===== config.mk =====
export PLATFORM = sky130hd
export DESIGN_NAME = nn_param_loader
export DESIGN_NICKNAME = d
export VERILOG_FILES = /design/src/rtl/nn_param_loader.sv
export SDC_FILE = /design/constraint.sdc
export NUM_CORES = 1
export LEC_CHECK = 0
export CAP_MARGIN = 10
export CELL_PAD_IN_SITES_DETAIL_PLACEMENT = 1
export CELL_PAD_IN_SITES_GLOBAL_PLACEMENT = 1
export CORE_MARGIN = 2
export CORE_UTILIZATION = 35
export DETAILED_ROUTE_END_ITERATION = 8
export PLACE_DENSITY_LB_ADDON = 0.1
export SLEW_MARGIN = 20
export SYNTH_ARGS = -nofsm -noshare
export SYNTH_HDL_FRONTEND = slang
export SYNTH_SLANG_ARGS = --single-unit

===== constraint.sdc =====
create_clock -name clk -period 2.4 [get_ports clk]
set_input_delay 0.24 -clock clk [delete_from_list [all_inputs] [get_ports clk]]
set_output_delay 0.24 -clock clk [all_outputs]
set_load 0.01 [all_outputs]

===== src/rtl/nn_param_loader.sv =====
// nn_param_loader: turns a byte stream of fixed-point parameters into write
// strobes for the weight memory followed by the bias memory.
// Words arrive least-significant byte first. Each assembled word is written
// one cycle after its last byte is accepted.
// Optional feature: define NN_PARAM_LOADER_CHECKSUM_EN to consume one trailing
// XOR checksum byte after the biases. A mismatch raises err together with done.
module nn_param_loader #(
    parameter int NUM_WEIGHTS = 495,
    parameter int NUM_BIASES  = 47,
    parameter int PARAM_WIDTH = 16,
    parameter int W_ADDR_W    = $clog2(NUM_WEIGHTS),
    parameter int B_ADDR_W    = $clog2(NUM_BIASES)
) (
    input  logic                   clk,
    input  logic                   rst,
    input  logic                   start,
    input  logic                   in_valid,
    input  logic [7:0]             in_data,
    output logic                   in_ready,
    output logic                   w_we,
    output logic [W_ADDR_W-1:0]    w_addr,
    output logic [PARAM_WIDTH-1:0] w_data,
    output logic                   b_we,
    output logic [B_ADDR_W-1:0]    b_addr,
    output logic [PARAM_WIDTH-1:0] b_data,
    output logic                   busy,
    output logic                   done,
    output logic                   err
);

    localparam int BYTES_PER_PARAM = PARAM_WIDTH / 8;
    localparam int BC_W  = (BYTES_PER_PARAM > 1) ? $clog2(BYTES_PER_PARAM) : 1;
    localparam int CNT_W = (W_ADDR_W > B_ADDR_W) ? W_ADDR_W : B_ADDR_W;

    localparam logic [BC_W-1:0]  BYTE_LAST = BC_W'(BYTES_PER_PARAM - 1);
    localparam logic [CNT_W-1:0] W_LAST    = CNT_W'(NUM_WEIGHTS - 1);
    localparam logic [CNT_W-1:0] B_LAST    = CNT_W'(NUM_BIASES - 1);

`ifdef NN_PARAM_LOADER_CHECKSUM_EN
    typedef enum logic [2:0] {S_IDLE, S_WEIGHTS, S_BIASES, S_CHECK, S_DONE} state_t;
`else
    typedef enum logic [2:0] {S_IDLE, S_WEIGHTS, S_BIASES, S_DONE} state_t;
`endif

    state_t                   state_q, state_d;
    logic [BC_W-1:0]          byte_cnt_q, byte_cnt_d;
    logic [CNT_W-1:0]         word_cnt_q, word_cnt_d;
    logic [PARAM_WIDTH-1:0]   asm_q, asm_d;
    logic                     w_we_q, w_we_d;
    logic [W_ADDR_W-1:0]      w_addr_q, w_addr_d;
    logic [PARAM_WIDTH-1:0]   w_data_q, w_data_d;
    logic                     b_we_q, b_we_d;
    logic [B_ADDR_W-1:0]      b_addr_q, b_addr_d;
    logic [PARAM_WIDTH-1:0]   b_data_q, b_data_d;
    logic                     done_q, done_d;
`ifdef NN_PARAM_LOADER_CHECKSUM_EN
    logic [7:0]               csum_q, csum_d;
    logic                     err_q, err_d;
`endif

    logic                     load_active;
    logic                     fire;
    logic                     last_byte;
    logic [PARAM_WIDTH-1:0]   word;

    // Stream is accepted only while a load is in progress.
`ifdef NN_PARAM_LOADER_CHECKSUM_EN
    assign load_active = (state_q == S_WEIGHTS) || (state_q == S_BIASES) || (state_q == S_CHECK);
`else
    assign load_active = (state_q == S_WEIGHTS) || (state_q == S_BIASES);
`endif
    assign fire      = in_valid && load_active;
    assign last_byte = (byte_cnt_q == BYTE_LAST);
    // Current byte merged into its lane on top of the bytes already collected.
    assign word      = asm_q | (PARAM_WIDTH'(in_data) << {byte_cnt_q, 3'b000});

    // Next-state, byte assembly, address sequencing and write-strobe generation.
    always_comb begin
        // NOTE: every signal written here gets a default first, so no path can leave it unassigned and infer a latch.
        state_d    = state_q;
        byte_cnt_d = byte_cnt_q;
        word_cnt_d = word_cnt_q;
        asm_d      = asm_q;
        w_we_d     = 1'b0;
        w_addr_d   = w_addr_q;
        w_data_d   = w_data_q;
        b_we_d     = 1'b0;
        b_addr_d   = b_addr_q;
        b_data_d   = b_data_q;
        // done rises one cycle after entering DONE, which is after the final write strobe.
        done_d     = (state_q == S_DONE) && !start;
`ifdef NN_PARAM_LOADER_CHECKSUM_EN
        csum_d     = csum_q;
        err_d      = err_q;
`endif
        case (state_q)
            S_IDLE, S_DONE: begin
                if (start) begin
                    state_d    = S_WEIGHTS;
                    byte_cnt_d = '0;
                    word_cnt_d = '0;
                    asm_d      = '0;
`ifdef NN_PARAM_LOADER_CHECKSUM_EN
                    csum_d     = '0;
                    err_d      = 1'b0;
`endif
                end
            end
            S_WEIGHTS, S_BIASES: begin
                if (fire) begin
`ifdef NN_PARAM_LOADER_CHECKSUM_EN
                    csum_d = csum_q ^ in_data;
`endif
                    if (!last_byte) begin
                        byte_cnt_d = byte_cnt_q + 1'b1;
                        asm_d      = word;
                    end else begin
                        byte_cnt_d = '0;
                        asm_d      = '0;
                        if (state_q == S_WEIGHTS) begin
                            w_we_d   = 1'b1;
                            w_addr_d = W_ADDR_W'(word_cnt_q);
                            w_data_d = word;
                            if (word_cnt_q == W_LAST) begin
                                word_cnt_d = '0;
                                state_d    = S_BIASES;
                            end else begin
                                word_cnt_d = word_cnt_q + 1'b1;
                            end
                        end else begin
                            b_we_d   = 1'b1;
                            b_addr_d = B_ADDR_W'(word_cnt_q);
                            b_data_d = word;
                            if (word_cnt_q == B_LAST) begin
                                word_cnt_d = '0;
`ifdef NN_PARAM_LOADER_CHECKSUM_EN
                                state_d    = S_CHECK;
`else
                                state_d    = S_DONE;
`endif
                            end else begin
                                word_cnt_d = word_cnt_q + 1'b1;
                            end
                        end
                    end
                end
            end
`ifdef NN_PARAM_LOADER_CHECKSUM_EN
            S_CHECK: begin
                // The trailing byte must equal the XOR of every parameter byte.
                if (fire) begin
                    err_d   = (in_data != csum_q);
                    done_d  = 1'b1;
                    state_d = S_DONE;
                end
            end
`endif
            default: state_d = S_IDLE;
        endcase
    end

    // State and output registers; reset drops any pending write strobe.
    always_ff @(posedge clk or posedge rst) begin
        // NOTE: sequential state uses non-blocking assignments so every flop samples pre-edge values.
        if (rst) begin
            state_q    <= S_IDLE;
            byte_cnt_q <= '0;
            word_cnt_q <= '0;
            asm_q      <= '0;
            w_we_q     <= 1'b0;
            w_addr_q   <= '0;
            w_data_q   <= '0;
            b_we_q     <= 1'b0;
            b_addr_q   <= '0;
            b_data_q   <= '0;
            done_q     <= 1'b0;
`ifdef NN_PARAM_LOADER_CHECKSUM_EN
            csum_q     <= '0;
            err_q      <= 1'b0;
`endif
        end else begin
            state_q    <= state_d;
            byte_cnt_q <= byte_cnt_d;
            word_cnt_q <= word_cnt_d;
            asm_q      <= asm_d;
            w_we_q     <= w_we_d;
            w_addr_q   <= w_addr_d;
            w_data_q   <= w_data_d;
            b_we_q     <= b_we_d;
            b_addr_q   <= b_addr_d;
            b_data_q   <= b_data_d;
            done_q     <= done_d;
`ifdef NN_PARAM_LOADER_CHECKSUM_EN
            csum_q     <= csum_d;
            err_q      <= err_d;
`endif
        end
    end

    assign in_ready = load_active;
    // Stay busy through the final write strobe until done is raised.
    assign busy     = load_active || ((state_q == S_DONE) && !done_q);
    assign done     = done_q;
    assign w_we     = w_we_q;
    assign w_addr   = w_addr_q;
    assign w_data   = w_data_q;
    assign b_we     = b_we_q;
    assign b_addr   = b_addr_q;
    assign b_data   = b_data_q;
`ifdef NN_PARAM_LOADER_CHECKSUM_EN
    assign err      = err_q;
`else
    assign err      = 1'b0;
`endif

endmodule


After elaboration in Yosys (flattened, before gate mapping)
Cells that the tools add are included.
{ "totals": {"register_bits": 79, "latch_bits": 0, "mem_bits_rw": 0, "romBits": 0, "input_bits": 12, "output_inout_bits": 53, "word_cells": 72, "n_memories": 0} }
{ "classes": {"add_sub_neg": 2, "n_mul": 0, "div_mod_pow": 0, "magnitude_cmp": 0, "n_eq_ne": 10, "shift": 1, "mux": 30, "n_bitwise": 2, "n_reduce_logical": 16} }
{ "op_table": {"columns": ["cell", "n"], "rows": [
  ["$mux 9", 6],
  ["$mux 16", 3],
  ["$pmux 16 s2", 1],
  ["$mux 3", 6],
  ["$pmux 9 s2", 1],
  ["$or 16x16->16", 1],
  ["$shl 8x4->16", 1],
  ["$reduce_and 4->1", 3],
  ["$mux 1", 11],
  ["$add 9x1->9 const B", 1],
  ["$eq 9x6->1 const B", 1],
  ["$eq 9x9->1 const B", 1],
  ["$eq 3x2->1 const B", 2],
  ["$ne 2x2->1 const B", 3],
  ["$ne 3x3->1 const B", 2],
  ["$pmux 3 s2", 1],
  ["$reduce_and 5->1", 1],
  ["$reduce_or 2->1", 2],
  ["$eq 3x1->1 const B", 1],
  ["$logic_and 1x1->1", 3],
  ["$logic_not 3->1", 1],
  ["$reduce_and 3->1", 1],
  ["$logic_not 1->1", 2],
  ["$logic_or 1x1->1", 2],
  ["other kinds (4)", 4]
]} }

Depth between registers and ports, before layout
Gate-level depths: netlist of the first run.
{ "logic_depth": {"ltp_word": 6, "depth_mapped": 7, "depth_no_buf": 6} }

Worst setup path before layout of the first run
Ideal clock, no wire load.
{ "synth_path": {"kind": "register to register", "startpoint": "register state_q[0]", "endpoint": "register state_q[0]", "setup_time_ns": 0.079, "arrival_ns": 1.922, "t_required_ns": 2.321, "path_slack_ns": 0.398, "path_stages_with_launch": 6, "path_buffers": 0, "synth_period_minus_slack_ns": 2.002, "cell_sequence": "dfrtp_1 > ha_1 > or4_1 > a2111o_1 > a21oi_4 > mux2i_1"} }
{ "synth_via": {"elab_chain_len": 5, "word_cells_on_any_way": 18, "classes_between": "eq/ne (8); mux (4); reduce/logical (6)"} }
{ "synth_rtl": {"columns": ["item", "line", "rtl"], "rows": [
  ["from (decl)", "45", "state_t state_q, state_d;"],
  ["from (signal assigned)", "182", "state_q <= state_d;"],
  ["$eq 3x1->1 / $eq 3x2->1 (equally long branches)", "70, 96, 120", null],
  ["$mux 3 / $logic_or 1x1->1 (equally long branches)", "120, 70", null],
  ["$mux 3 / $logic_and 1x1->1 (equally long branches)", "114, 72", null],
  ["$mux 3 / $ne 2x2->1 (equally long branches)", null, null],
  ["$pmux 3 s2 / $reduce_and 5->1 (equally long branches)", null, null]
]} }
Parallel ways exist; a longest one is shown, timed or not. The select of a mux whose other input is x is not followed.
A chain may end at the register's enable or synchronous reset.

Final worst setup path of the first run
{ "layout_path": {"startpoint": "register state_q[1]", "endpoint": "output in_ready"} }
{ "layout_via": {"elab_chain_len": 2, "word_cells_on_any_way": 3, "classes_between": "eq/ne (2); reduce/logical (1)"} }
{ "layout_rtl": {"columns": ["item", "line", "rtl"], "rows": [
  ["$eq 3x1->1 / $eq 3x2->1 (equally long branches)", "70", "assign load_active = (state_q == S_WEIGHTS) || (state_q == S_BIASES);"],
  ["$logic_or 1x1->1 (*)", "70", null],
  ["to (decl)", "19", "output logic in_ready,"]
]} }
Every way passes the cells marked *; elsewhere a longest branch is shown, timed or not.

==> impl_metrics.toml, run 1 <==
[cells_and_area]
nets = 379
nFillCells = 969
layout-drive-gt1-share_pct = 11.99
mostFrequentLayoutCell = "dfrtp_1"
antenna_cells = 0
multi_input_area_um2 = 1114
areaGrowthSynthToFinish_pct = 32.70
instances_no_fill = 475
seqCellArea_um2 = 1952
layout_common_cells = "78 x dfrtp_1, 63 x clkdlybuf4s50_1, 36 x nand2_1, 36 x a21oi_1, 29 x o21ai_0"

[critical_path]
cp.required_ns = 2.16
start_kind = "flip-flop"
reg2reg_to = "state_q[0]$_DFFE_PP0P_"
crit_start = "state_q[1]$_DFFE_PP0P_"
cp_max_fo = 9
crit_slowest_cell = "clkdlybuf4s50_1"
path_cells = "inv_1, ha_1, buf_4, clkinvlp_4, clkdlybuf4s50_1"
crit_path_max_incr_delay_ns = 0.52
crit_end = "in_ready"
crit_cells = 5
crit_type = "reg -> out"
critical_path.top_delay_family = "buffers and inverters"
timing.rr.start = "state_q[0]$_DFFE_PP0P_"
rrSetupSlack_ns = 0.18
worstPathArrival_ns = 2.03
cp_num_buf_inv = 4
crit_path_end_kind = "primary output"
worstRegToRegCells = 5

[sta]
fin_crit_sh_pct = 94.53
relSlewSlack_pct = 54.81
finalMaxSlewViolations = 0
rsz0062_at_grt = "false"
setup_tns_ns = 0
finalSetupViolCount = 0
worstMarginPinSlew_ns = 0.6765
max_freq_mhz = 440.8
setup_ws_ns = 0.1313
period_minus_slack_ns = 2.269
fin_worst_skew_ns = 0.01328
hold_ws_ns = 0.2646
hold_violations = 0

[placement]
pre_cts_ws_ns = 0.1600
dp.cells = 459
hpwl_um = 5636
gp_congestion = 0.7911
port_buffers = 63

[floorplan]
core-area_um2 = 8721
num_rows = 34
die_h_um = 98.92
die_area_um2 = 9784
ios = 65
initial_core_util_pct = 36.15
die_w_um = 98.92

[pwr]
clkPwrFrac_pct = 31.5
peakVddDrop_mv = 0.3669
p_leak_nw = 1.863
p_int_mw = 2.488
pwr-share-comb_pct = 20.3
power_frac_seq_pct = 48.2
p_sw_share_pct = 28.68
power_switching_mw = 1.000
p_per_area_nw_per_um2 = 833.6

[clock_tree]
cts_made_buffers = 9
cts_setup_buffers = 0
clock_path_buffers = 2
cts.sinks = 78
clkLatencyLatePin_ns = 0.35
cts_tree = "yes"
cts_hold_buf = 0
htree_levels = 3
cts.clk_slew.worst_paths_ns = 0.08
root_buffer = "clkbuf_8"

[routing]
wl_met1_um = 3391
ant_nets = 0
first_pass_iters = 5
num_vias = 2411
wl_met2_um = 3980
routedWlPerCell_um = 16.48
viasPerCell = 5.076
drt_iter0_drc = 58
topRoutingLayerUsed = "met4"
drc_errors = 0
wl_met3_um = 283
wl_um = 7827

[global_route]
grt_pass1_vias = 2563
grt.overflow.total = 0
grt_max_degree = 35
antenna_found_initial = 0
grt_util_all_layers_pct = 17.43
grt_pass1_wl_um = 13210

[outcome]
status = "finished, final reports clean"

[yosys]
syn_nets = 309
synth.avg_cell_area_um2 = 10.80
ys_warn_count = 0
ys_seq_elements = 78
syn_inst = 292
synth_area_um2 = 3153
synth_cell_types = 32
synth.yosys.seq_area_share_pct = 61.90

[worst_hold_path]
hold_path.class = "in -> async"

[run]
drv_cap = 0
timing repair:
action	CTS	global route
setup endpoints to repair	0	1
endpoints found under the hold margin	0	0
resized for setup	0	1
registers in the layout, indices dropped and copies added, names as in the netlist:
| register | cells |
|---|---|
| b_addr | 6 |
| byte_cnt_q | 1 |
| w_addr | 9 |
| asm_q | 16 |
| b_data | 16 |
| w_data | 16 |
| w_we | 1 |
| state_q | 2 |
| b_we | 1 |
| word_cnt_q | 9 |
| done | 1 |
logic make-up (layout without fill, tap and decap cells):
| kind of cell | Yosys count | in the layout | share of synthesized area, % |
|---|---|---|---|
| buffers and inverters | 23 | 98 | 2.857 |
| AO/OA/AOI/OAI | 83 | 83 | 15.16 |
| multiplexers | 14 | 14 | 4.960 |
| adder cells (fa/ha/maj) | 5 | 5 | 1.984 |
| AND/OR/NAND/NOR | 82 | 82 | 11.35 |
| other | 1 | 1 | 0.1189 |
| flip-flops | 78 | 78 | 61.90 |
| XOR/XNOR | 6 | 6 | 1.667 |
metal layers:
metal | vias to the layer above | track usage (%)
met3 | 15 | 4.681
li1 | 1145 | -
met5 | - | 0
met1 | 1209 | 21.99
met4 | 0 | 6.217
met2 | 42 | 28.90
synth_stat cells (all sizes together):
library cell / number / area (um^2)
dfrtp: 78 / 1952
a21oi: 37 / 196.4
nand2: 36 / 135.1
o21ai: 29 / 145.1
nor2: 27 / 101.4
mux2: 13 / 146.4
clkbuf: 12 / 45.04
a22oi: 8 / 60.06
and3: 8 / 50.05
inv: 7 / 26.28
ha: 5 / 62.56
xnor2: 5 / 43.79
buf: 3 / 15.02
nand3: 3 / 15.01
a2111oi: 2 / 17.52
a211oi: 2 / 15.01
nand4: 2 / 12.51
o31ai: 2 / 15.01
or4: 2 / 15.01
a2111o: 1 / 11.26
a21bo: 1 / 10.01
and2: 1 / 6.260
and3b: 1 / 8.760
clkinv: 1 / 3.750
conb: 1 / 3.750
mux2i: 1 / 10.01
nand3b: 1 / 7.510
nor2b: 1 / 6.260
o21a: 1 / 7.510
xor2: 1 / 8.760
metrics by stage:
step | total power, mW | utilization, % | instance area (um^2)
final | 3.488 | 47.98 | 4184
after detailed placement | 2.436 | 45.38 | 3958
after floorplan | 2.023 | - | 3153
after CTS | 3.550 | 47.93 | 4180
after global placement | 2.411 | 45.38 | 3958
after global routing | 3.700 | 47.98 | 4184
power groups by stage:
stage	registers [mW]	logic (mW)	clock network, mW
after global placement	1.70	0.707	0
after floorplan	1.71	0.316	0
after detailed placement	1.71	0.723	0
final	1.68	0.709	1.10
after CTS	1.69	0.726	1.14
after global routing	1.72	0.795	1.18
layout make-up:
type	count	area share, %
Clock buffer	11	3.379
Clock inverter	5	1.944
Inverter	8	0.8373
Multi-Input combinational cell	191	26.61
Sequential cell	78	46.65
Tap cell	108	3.230
Timing Repair Buffer	74	17.34
how the worst min path moves through the flow:
stage,startpoint,endpoint,slack [ns],depth (start not counted)
after floorplan,start,done$_DFF_PP0_,0.30,1
after global routing,rst,asm_q[5]$_DFFE_PP0P_,0.30,2
after global placement,w_data[9]$_DFFE_PP0P_,w_data[9]$_DFFE_PP0P_,0.46,2
after CTS,rst,done$_DFF_PP0_,0.27,2
final,rst,asm_q[5]$_DFFE_PP0P_,0.26,2
after detailed placement,w_data[15]$_DFFE_PP0P_,w_data[15]$_DFFE_PP0P_,0.47,2
(Power assumes the default switching activity.)
==> inputs of run 2 (changes only) <==
--- a/config.mk
+++ b/config.mk
@@ -9,7 +9,8 @@
 export CELL_PAD_IN_SITES_DETAIL_PLACEMENT = 1
 export CELL_PAD_IN_SITES_GLOBAL_PLACEMENT = 1
 export CORE_MARGIN = 2
-export CORE_UTILIZATION = 35
+export CORE_UTILIZATION = 37
+export CTS_BUF_LIST = sky130_fd_sc_hd__clkbuf_4 sky130_fd_sc_hd__clkbuf_8
 export DETAILED_ROUTE_END_ITERATION = 8
 export PLACE_DENSITY_LB_ADDON = 0.1
 export SLEW_MARGIN = 20
==> run 2 against run 1 <==
Against the previous run: core utilization grew 2.2 points; power shrank 3.7%; maximum frequency about the same; routed wire length decreased by 0.17%; final area decreased by 1.0%; critical path type unchanged; combinational power is 3.5% higher; highest routed layer unchanged; clock power is 13% lower; largest power group unchanged; count of clock-buffer cells in the layout is 2 lower.
==> impl_metrics.toml, run 2 (same netlist as run 1, synthesis figures left out) <==
[clock_tree]
htree_levels = 3
cts_hold_buf = 0
clkLatencyLatePin_ns = 0.35
clock_path_buffers = 2
cts_resized = 0
cts.sinks = 78
cts.clk_slew.worst_paths_ns = 0.08
root_buffer = "clkbuf_8"
cts_setup_buffers = 0
cts_tree = "yes"
cts_made_buffers = 9

[placement]
port_buffers = 63
pre_cts_ws_ns = 0.1903
dp.cells = 456
gp_congestion = 0.7436
hpwl_um = 5514

[sta]
hold_violations = 0
period_minus_slack_ns = 2.270
max_freq_mhz = 440.5
fin_worst_skew_ns = 0.008947
finalMaxSlewViolations = 0
worstMarginPinSlew_ns = 0.6489
setup_tns_ns = 0
finalSetupViolCount = 0
setup_ws_ns = 0.1299
rsz0062_at_grt = "false"
fin_crit_sh_pct = 94.59
relSlewSlack_pct = 56.65

[routing]
routedWlPerCell_um = 16.59
ant_nets = 0
first_pass_iters = 4
num_vias = 2420
drt_iter0_drc = 70
viasPerCell = 5.138
drc_errors = 0
wl_um = 7814

[critical_path]
start_kind = "flip-flop"
crit_type = "reg -> out"
worstPathArrival_ns = 2.03
crit_path_max_incr_delay_ns = 0.57
crit_slowest_cell = "clkdlybuf4s50_1"
crit_path_end_kind = "primary output"
cp.required_ns = 2.16
rrSetupSlack_ns = 0.14
path_cells = "ha_1, buf_4, inv_1, clkdlybuf4s50_1"
critical_path.top_delay_family = "buffers and inverters"
cp_max_fo = 13
cp_num_buf_inv = 3

[pwr]
p_leak_nw = 1.844
peakVddDrop_mv = 0.4263
fin_total_pwr_mw = 3.359
p_per_area_nw_per_um2 = 811.2

[cells_and_area]
antenna_cells = 0
nFillCells = 948
layout-drive-gt1-share_pct = 11.75
instances_no_fill = 471
mostFrequentLayoutCell = "dfrtp_1"
final_core_util_pct = 50.15
layout_common_cells = "78 x dfrtp_1, 63 x clkdlybuf4s50_1, 36 x nand2_1, 36 x a21oi_1, 29 x o21ai_0"
nets = 379
areaGrowthSynthToFinish_pct = 31.35

[global_route]
grt_pass1_wl_um = 13100
antenna_found_initial = 0
grt.overflow.total = 0
grt_max_degree = 39
grt_util_all_layers_pct = 18.84
grt_pass1_vias = 2530

[worst_hold_path]
hold_path.class = "in -> async"

[floorplan]
die_h_um = 96.31
num_rows = 33
die_w_um = 96.31
ios = 65
core-area_um2 = 8258
die_area_um2 = 9276
initial_core_util_pct = 38.18

[outcome]
status = "finished, final reports clean"

[run]
drv_cap = 0
run 2: layout make-up:
cell class	count	area, um^2	share of cell area (%)
clock buffers	9	123.9	2.991
clock inverters	6	63.81	1.541
inverters	8	31.28	0.7553
multi-input cells	191	1114	26.89
flip-flops and latches	78	1952	47.13
well taps	105	131.4	3.172
repair buffers	74	725.7	17.52
run 2: worst paths after layout:
check / startpoint / to / cells past startpoint
setup / recovery: state_q[0]$_DFFE_PP0P_ / in_ready / 4
hold / removal: rst / w_addr[4]$_DFFE_PP0P_ / 2
setup reg to reg: state_q[0]$_DFFE_PP0P_ / state_q[0]$_DFFE_PP0P_ / 5
hold reg to reg: w_data[5]$_DFFE_PP0P_ / w_data[5]$_DFFE_PP0P_ / 2
max in group asynchronous: rst / b_data[1]$_DFFE_PP0P_ / 3
min in group clk: w_data[5]$_DFFE_PP0P_ / w_data[5]$_DFFE_PP0P_ / 2
run 2: report_power, final:
part / internal (mW) / leakage (nW) / total (mW) / switching (mW)
clock: 0.472 / 0.0911 / 0.961 / 0.488
sequential: 1.50 / 1.03 / 1.66 / 0.160
combinational: 0.375 / 0.725 / 0.734 / 0.359
total: 2.35 / 1.84 / 3.36 / 1.01
run 2: metal layers:
| metal | vias up | wire length (um) | track usage (%) |
|---|---|---|---|
| met5 | - | 0 | 0 |
| met4 | 0 | 91 | 5.282 |
| met3 | 8 | 292 | 4.855 |
| met2 | 40 | 3960 | 31.31 |
| met1 | 1227 | 3469 | 24.42 |
| li1 | 1145 | - | - |
run 2: per-stage QoR:
| step | hold WS, ns | instance area, um^2 |
|---|---|---|
| 3_5_place_dp | 0.4691 | 3954 |
| 4_1_cts | 0.1798 | 4141 |
| 6_report | 0.1754 | 4141 |
| 3_3_place_gp | 0.4604 | 3954 |
| 5_1_grt | 0.2062 | 4141 |
| 2_1_floorplan | 0.3007 | 3153 |
run 2: worst reg2reg max path, cell delays in order (launching register included):
cell and delay [ns]:
dfrtp_1 0.43, ha_1 0.27, or4_1 0.40, a2111o_1 0.50, a21oi_4 0.35, mux2i_1 0.24
